$ cat config.mk
export PLATFORM = sky130hd
export DESIGN_NAME = stream_mux_rr
export DESIGN_NICKNAME = d
export VERILOG_FILES = /design/src/rtl/mux_pkg.sv /design/src/rtl/rr_arbiter.sv /design/src/rtl/stream_mux_rr.sv
export SDC_FILE = /design/constraint.sdc
export NUM_CORES = 1
export LEC_CHECK = 0
export BUFFER_PORTS_ARGS = -buffer_cell sky130_fd_sc_hd__buf_4
export CORE_MARGIN = 3
export CORE_UTILIZATION = 44
export CTS_BUF_LIST = sky130_fd_sc_hd__clkbuf_8
export DETAILED_ROUTE_END_ITERATION = 16
export HOLD_SLACK_MARGIN = 0.06
export PLACE_DENSITY = 0.79
export SYNTH_ARGS = -nofsm -noshare
export SYNTH_HDL_FRONTEND = slang
export SYNTH_SLANG_ARGS = --single-unit
$ cat constraint.sdc
create_clock -name clk -period 3.05 [get_ports clk]
set_clock_uncertainty 0.15 [all_clocks]
set_input_delay 0.1525 -clock clk [delete_from_list [all_inputs] [get_ports clk]]
set_output_delay 0.1525 -clock clk [all_outputs]
set_load 0.01 [all_outputs]
$ cat src/rtl/mux_pkg.sv
// ----------------------------------------------------------------------------
// mux_pkg
// Shared definitions for the stream_mux_rr block.
//   MODE_SEL / MODE_RR : encodings of the mode input
//   clog2()            : ceiling log2 used to size select/channel-id fields
// ----------------------------------------------------------------------------
package mux_pkg;

   localparam logic MODE_SEL = 1'b0;
   localparam logic MODE_RR  = 1'b1;

   // Smallest r with (1 << r) >= n. Returns 0 for n <= 1.
   function automatic int clog2(input int n);
      int r;
      r = 0;
      for (int i = 0; i < 31; i++) begin
         if ((1 << i) < n) begin
            r = i + 1;
         end
      end
      return r;
   endfunction

endpackage

$ cat src/rtl/rr_arbiter.sv
// ----------------------------------------------------------------------------
// rr_arbiter
// Combinational rotating-priority scan. Starting at ptr+1 and wrapping modulo
// NCH, it returns the first requesting channel. The pointer register itself
// is owned by the caller.
//   req     : per-channel request
//   ptr     : last granted channel (scan starts just after it)
//   gnt_idx : index of the granted channel (0 when gnt_any = 0)
//   gnt_any : at least one channel is requesting
// ----------------------------------------------------------------------------
module rr_arbiter #(
   parameter int NCH  = 3,
   parameter int SELW = 2
) (
   input  logic [NCH-1:0]  req,
   input  logic [SELW-1:0] ptr,
   output logic [SELW-1:0] gnt_idx,
   output logic            gnt_any
);

   // w_idx[k] is the channel examined at scan position k; w_rot is the
   // request vector rotated so that position 0 has the highest priority.
   logic [SELW-1:0] w_idx [NCH];
   logic [NCH-1:0]  w_rot;

   genvar gi;
   generate
      for (gi = 0; gi < NCH; gi++) begin : g_rot
         assign w_idx[gi] = SELW'((int'(ptr) + 1 + gi) % NCH);
         assign w_rot[gi] = req[w_idx[gi]];
      end
   endgenerate

   // Scan from the lowest priority upwards so the highest-priority hit
   // (smallest scan position) is the last to write the result.
   always_comb begin
      gnt_any = 1'b0;
      gnt_idx = '0;
      for (int k = NCH - 1; k >= 0; k--) begin
         if (w_rot[k]) begin
            gnt_any = 1'b1;
            gnt_idx = w_idx[k];
         end
      end
   end

endmodule

$ cat src/rtl/stream_mux_rr.sv
// ----------------------------------------------------------------------------
// stream_mux_rr
// N-channel valid/ready selector with a single registered output stage.
// In explicit-select mode sel picks the channel; in round-robin mode the
// channels are served in rotating priority order.
//   clk, reset          : clock, asynchronous active-high reset
//   mode                : 0 = explicit select, 1 = round-robin
//   sel                 : channel index for explicit select mode
//   in_data/in_valid    : flattened channel data, per-channel valid
//   in_ready            : per-channel ready (combinational)
//   out_data/out_ch     : registered selected word and its source channel
//   out_valid/out_ready : output handshake
//   sel_err             : sticky, set when an out-of-range sel is presented
// ----------------------------------------------------------------------------
module stream_mux_rr
   import mux_pkg::*;
#(
   parameter  int WIDTH = 32,
   parameter  int NCH   = 3,
   localparam int SELW  = clog2(NCH)
) (
   input  logic                 clk,
   input  logic                 reset,
   input  logic                 mode,
   input  logic [SELW-1:0]      sel,
   input  logic [NCH*WIDTH-1:0] in_data,
   input  logic [NCH-1:0]       in_valid,
   output logic [NCH-1:0]       in_ready,
   output logic [WIDTH-1:0]     out_data,
   output logic [SELW-1:0]      out_ch,
   output logic                 out_valid,
   input  logic                 out_ready,
   output logic                 sel_err
);

   logic [WIDTH-1:0] r_out_data;
   logic [SELW-1:0]  r_out_ch;
   logic             r_out_valid;
   logic             r_sel_err;
   logic [SELW-1:0]  r_rr_ptr;

   logic             w_load_en;
   logic             w_sel_ok;
   logic [SELW-1:0]  w_arb_idx;
   logic             w_arb_any;
   logic [SELW-1:0]  w_g;
   logic             w_gnt_any;
   logic             w_xfer;
   logic [WIDTH-1:0] w_sel_data;

   // The output register can take a new word when it is empty or is being
   // drained this very cycle.
   assign w_load_en = !r_out_valid || out_ready;
   assign w_sel_ok  = (int'(sel) < NCH);

   rr_arbiter #(
      .NCH  (NCH),
      .SELW (SELW)
   ) u_arb (
      .req     (in_valid),
      .ptr     (r_rr_ptr),
      .gnt_idx (w_arb_idx),
      .gnt_any (w_arb_any)
   );

   // In select mode the grant ignores in_valid; an out-of-range sel grants
   // nothing.
   always_comb begin
      w_g       = '0;
      w_gnt_any = 1'b0;
      if (mode == MODE_SEL) begin
         w_g       = sel;
         w_gnt_any = w_sel_ok;
      end else begin
         w_g       = w_arb_idx;
         w_gnt_any = w_arb_any;
      end
   end

   genvar gi;
   generate
      for (gi = 0; gi < NCH; gi++) begin : g_rdy
         assign in_ready[gi] = w_gnt_any && w_load_en && (w_g == SELW'(gi));
      end
   endgenerate

   assign w_xfer = |(in_valid & in_ready);

   always_comb begin
      w_sel_data = '0;
      for (int i = 0; i < NCH; i++) begin
         if (w_g == SELW'(i)) begin
            w_sel_data = in_data[i*WIDTH +: WIDTH];
         end
      end
   end

   always_ff @(posedge clk or posedge reset) begin
      if (reset) begin
         r_out_data  <= '0;
         r_out_ch    <= '0;
         r_out_valid <= 1'b0;
         r_sel_err   <= 1'b0;
         r_rr_ptr    <= SELW'(NCH - 1);   // channel 0 scanned first
      end else begin
         if (w_xfer) begin
            r_out_data  <= w_sel_data;
            r_out_ch    <= w_g;
            r_out_valid <= 1'b1;
            if (mode == MODE_RR) begin
               r_rr_ptr <= w_g;
            end
         end else if (out_ready) begin
            r_out_valid <= 1'b0;
         end
         if ((mode == MODE_SEL) && !w_sel_ok) begin
            r_sel_err <= 1'b1;
         end
      end
   end

   assign out_data  = r_out_data;
   assign out_ch    = r_out_ch;
   assign out_valid = r_out_valid;
   assign sel_err   = r_sel_err;

endmodule
==> results of run 1 <==
## stage by stage
stage	power [mW]	hold WS, ns
2_1_floorplan	2.25	0.119
3_3_place_gp	3.04	0.150
3_5_place_dp	3.09	0.155
4_1_cts	3.59	0.0725
5_1_grt	4.09	0.0801
6_report	3.85	0.0754
## routing by layer
layer	vias up	GRT usage (%)	wire (um)
met5	-	0	0
met1	1706	32.4	4130
li1	1675	-	-
met3	30	5.12	991
met2	225	42.8	5320
met4	0	7.28	276
## flip-flops by register name, summed over array words and instances, names as in the netlist
register and cells:
out_data 32, out_ch 2, r_rr_ptr 2, out_valid 1, sel_err 1
## kinds of logic (layout without fill, tap and decap cells)
| kind of cell | count (synthesis) | count (layout) |
|---|---|---|
| AND/OR/NAND/NOR | 87 | 87 |
| flip-flops | 38 | 38 |
| multiplexers | 39 | 39 |
| AO/OA/AOI/OAI | 117 | 117 |
| buffers and inverters | 76 | 251 |
| adder cells (fa/ha/maj) | 4 | 4 |
## power by group through the flow
stage               clock network, mW  logic, mW  registers [mW]
finish                          0.431       2.52           0.900
global route                    0.453       2.71           0.927
floorplan                           0       1.26           0.988
CTS                             0.434       2.25           0.898
global placement                    0       2.13           0.906
detailed placement                  0       2.19           0.898
## layout by cell type (no fill, tap or decap), types with 2 or more instances in the layout
cell type,n
a22oi_1,32
clkbuf_8,5
nand2_1,67
ha_1,2
o31ai_1,2
and2_1,2
nor2_1,6
clkbuf_16,3
clkinv_2,2
dlygate4sd3_1,34
mux2i_1,36
inv_1,39
buf_4,158
mux2_2,2
dfrtp_1,37
o2111ai_1,32
buf_6,5
o211ai_1,33
buf_12,2
nor2b_1,6
o21ai_0,6
## what timing repair did
item | CTS | global route
buffers inserted | 0 | 5
hold endpoints to repair | 71 | 0
pin swaps | 1 | 4
endpoints found under the setup margin | 5 | 34
resized for setup | 4 | 11
hold buffers | 34 | 0
cloned | 1 | 4
## final timing paths
check	to	slack (ns)	cells past startpoint
setup / recovery	out_data[12]	0.05	10
hold / removal	out_data[22]	0.08	3
setup reg to reg	out_data[12]	0.05	10
hold reg to reg	sel_err	0.32	1
max in group asynchronous	r_rr_ptr[1]	2.01	4
min in group asynchronous	out_data[1]	0.39	4
## cell type report
cell class / instances / share of cell area, %
Timing Repair Buffer: 203 / 35.6
Tap cell: 77 / 2.01
Inverter: 40 / 3.14
Multi-Input combinational cell: 247 / 37.0
Clock inverter: 3 / 0.837
Clock buffer: 5 / 1.44
Sequential cell: 38 / 19.9
## critical path: cells and delay by family (launching register included)
kind | cells | cell delay (ns)
AO/OA/AOI/OAI | 3 | 0.81
AND/OR/NAND/NOR | 1 | 0.40
buffers and inverters | 3 | 0.37
multiplexers | 2 | 0.46
adder cells (fa/ha/maj) | 1 | 0.16
flip-flops | 1 | 0.58
==> qor.yml, run 1 <==
synth_top_area_share_pct: 31.0
fmax_ghz: 0.334
fin_util_pct: 74.0
clockBufferDepth: 2
syn_area_per_cell_um2: 8.28
syn_nets: 470
drt-initial-drc-count: 274
grt_use_total_pct: 25.2
netlist_top_cells_count: "nand2_1, inv_1, dfrtp_1, mux2i_1, o211ai_1"
drcViolationCount: 0
dp_slack_ns: 0.0338
status: "complete, no violations"
synth_cell_type_count: 36
antenna_cells: 0
gr-total-overflow: 0
num_rows: 29
p_leak_nw: 2.27
powerDensity_mw_per_mm2: 805
worstPathMaxFanout: 6
grt_pass1_wl_um: 15700
io_pins: 144
worst_pin_slew_ns: 0.486
synth-xor-area-share_pct: 0
vias: 3636
relSlewSlack_pct: 67.5
synth_seq_cells: 38
nets: 644
clk_latency_ns: 0.29
hold_violations: 0
wl_per_cell_um: 17.5
clockPowerShare_pct: 11.2
maxSlewViolCount: 0
syn_inst: 361
arrival_ns: 3.06
ys_seq_area_share_pct: 31.9
h-tree-depth: 2
grt_pass1_vias: 3376
min_path_type: "in2reg"
holdCritStartpoint: "in_data[86]"
grt_max_degree: 39
numCtsBuffers: 5
internal-power_mw: 2.18
slowest_delay_ns: 0.58
synth_area_leaders: "dfrtp_1, mux2i_1, o2111ai_1"
first_pass_iters: 5
clock-sinks: 38
p_sw_share_pct: 43.3
dpl-instance-area_mm2: 0.00414
cp-start-kind: "flip-flop"
setup_slack_ns: 0.0526
seq_power_share_pct: 23.4
fin_crit_ns: 3.00
start_util_pct: 46.3
core_mm2: 0.00646
dpl.hpwl_um: 6820
synthSimpleGateAreaFrac_pct: 12.2
async_reset_ff_share_pct: 100
fin_setup_tns_ns: 0
ant_nets: 0
path_cells: "inv_2, ha_4, mux2_2, a22o_1, o32a_1, or3_4, a21oi_4, buf_6, clkbuf_16, mux2i_1"
numPlacedInstances: 561
area_delta_synth_final_pct: 60.1
fin_cells: 613
fin_crit_sh_pct: 98.3
synth_fa_ha_area_share_pct: 1.68
cp_slowest_cell: "dfstp_2"
maxCapViolCount: 0
vdd_ir_drop_max_mv: 0.584
wl_um: 10700
fin_area_mm2: 0.00478
timing.rr.start: "r_rr_ptr[1]"
die_area_mm2: 0.00782
regArea_um2: 952
multi_input_area_mm2: 0.00177
synth_top_family_by_area: "compound AO/OA/AOI/OAI gates"
critPathLaunch: "r_rr_ptr[1]"
syn_area_mm2: 0.00299
cp_data_required_time_ns: 3.11
cts_root_buf: "clkbuf_8"
synth.most_common_cell: "nand2_1"
place.gp.congestion: 0.924
switching_power_mw: 1.67
muxShareOfSynthArea_pct: 13.1
yosysTopAreaCell: "dfrtp_1"
die_w_um: 88.4
ys_warn_count: 0
synth-main-ff-cell: "dfrtp_1"
die_height_um: 88.4
endpoint_kind: "flip-flop"
pwr-share-comb_pct: 65.4
fillers: 462
tritoncts: "done"
setup_violations: 0
synth_compound_area_share_pct: 30.7
clkTransAtPathRegs_ns: 0.08
worstSetupPathType: "reg2reg"
grt_antenna_before_repair: 0
drive_gt1_share_pct: 35.3
post_drt_via_cell_ratio: 5.93
synth_edf_count: 0
numPortBuffers: 143
Power figures use the tool's default switching activity.
==> inputs of run 2 (changes only) <==
--- a/config.mk
+++ b/config.mk
@@ -11,7 +11,7 @@
 export CTS_BUF_LIST = sky130_fd_sc_hd__clkbuf_8
 export DETAILED_ROUTE_END_ITERATION = 16
 export HOLD_SLACK_MARGIN = 0.06
-export PLACE_DENSITY = 0.79
+export PLACE_DENSITY = 0.8
 export SYNTH_ARGS = -nofsm -noshare
 export SYNTH_HDL_FRONTEND = slang
 export SYNTH_SLANG_ARGS = --single-unit
==> qor.yml, run 2 (same netlist as run 1, synthesis figures left out) <==
status: "complete, no violations"
clkTransAtPathRegs_ns: 0.08
num_rows: 29
fin_crit_sh_pct: 98.2
grt_max_degree: 39
gr-total-overflow: 0
fin_crit_ns: 3.00
clockBufferDepth: 2
fmax_ghz: 0.334
drive_gt1_share_pct: 34.7
grtUsageMet3_pct: 5.21
drt-initial-drc-count: 242
core_mm2: 0.00646
drcViolationCount: 0
min_path_type: "in2reg"
dpl.hpwl_um: 7190
die_w_um: 88.4
finalPower_mw: 3.84
io_pins: 144
fin_cells: 604
worstPathMaxFanout: 9
area_delta_synth_final_pct: 57.8
use_met2_pct: 47.0
p_leak_nw: 2.23
dpl-instance-area_mm2: 0.00418
worst_pin_slew_ns: 0.812
cp-start-kind: "flip-flop"
final_cell_mix: "buf_4, nand2_1, inv_1"
fin_util_pct: 73.0
setup_slack_ns: 0.0537
ant_nets: 0
use_met1_pct: 33.2
hold_violations: 0
numPortBuffers: 143
largest_reg_flops: 32
numPlacedInstances: 562
post_drt_via_cell_ratio: 5.98
final_common_cell: "buf_4"
vdd_ir_drop_max_mv: 0.384
grt_pass1_vias: 3435
cts_root_buf: "clkbuf_8"
worstSetupPathType: "reg2reg"
grt_pass1_wl_um: 16700
wl_um: 11000
fin_setup_tns_ns: 0
wl_per_cell_um: 18.2
endpoint_kind: "flip-flop"
cp_data_required_time_ns: 3.11
arrival_ns: 3.06
maxSlewViolCount: 0
setup_violations: 0
vias: 3610
fin_area_mm2: 0.00472
maxCapViolCount: 0
rrSetupSlack_ns: 0.05
grt_antenna_before_repair: 0
clock-sinks: 38
first_pass_iters: 5
start_util_pct: 46.3
antenna_cells: 0
tritoncts: "done"
die_area_mm2: 0.00782
grt.busiest_layer: "met2"
numCtsBuffers: 5
place.gp.congestion: 0.974
relSlewSlack_pct: 45.8
grt_use_total_pct: 26.9
powerDensity_mw_per_mm2: 814
h-tree-depth: 2
clk_latency_ns: 0.29
die_height_um: 88.4
nets: 635
dp_slack_ns: 0.0405
timing.hold.ws_ns: 0.0698
-- run 2: cell types whose count changed in the layout (fill, tap and decap cells not counted), sizes merged --
cell,previous run,this run
dlygate4sd3,34,29
buf,166,162
clkinv,2,0
clkinvlp,0,1
inv,40,41
-- run 2: area by class of cell --
cell class	instances	area (um^2)
fillers	478	1740
clock buffers	5	68.8
flip-flops and latches	38	952
multi-input cells	247	1760
well taps	77	96.3
repair buffers	194	1650
inverters	40	150
clock inverters	3	41.3
-- run 2: report_power, final --
part           internal (mW)  switching, mW  total (mW)
sequential             0.752          0.147       0.900
clock                  0.241          0.192       0.433
combinational           1.18           1.33        2.51
total                   2.17           1.67        3.84
-- run 2: worst paths after layout --
kind / start / endpoint / cells past startpoint
min reg2reg: sel_err / sel_err / 1
max reg2reg: r_rr_ptr[1] / out_data[31] / 10
min in group asynchronous: reset / out_data[0] / 3
max in group asynchronous: reset / r_rr_ptr[1] / 4
max: r_rr_ptr[1] / out_data[31] / 10
min: in_data[71] / out_data[7] / 3
-- run 2: timing repair --
item	CTS	global route
gates resized for setup	0	7
setup buffers	0	2
setup endpoints to repair	0	36
hold buffers	29	0
hold endpoints to repair	48	0
-- run 2: layer usage --
layer / part of all wire (%) / wire length (um) / vias up
met2: 51 / 5610 / 220
li1: - / - / 1654
met4: 1.7 / 183 / 0
met5: 0 / 0 / -
met1: 38 / 4170 / 1709
met3: 9.2 / 1010 / 27
-- run 2: critical path: stages, from the launching register on --
cell and delay [ns]:
dfstp_2 0.56, inv_1 0.06, ha_1 0.20, mux2_2 0.29, a22o_1 0.24, o32a_1 0.33
or3_4 0.37, a21oi_4 0.20, buf_12 0.16, buf_12 0.14, mux2i_2 0.22
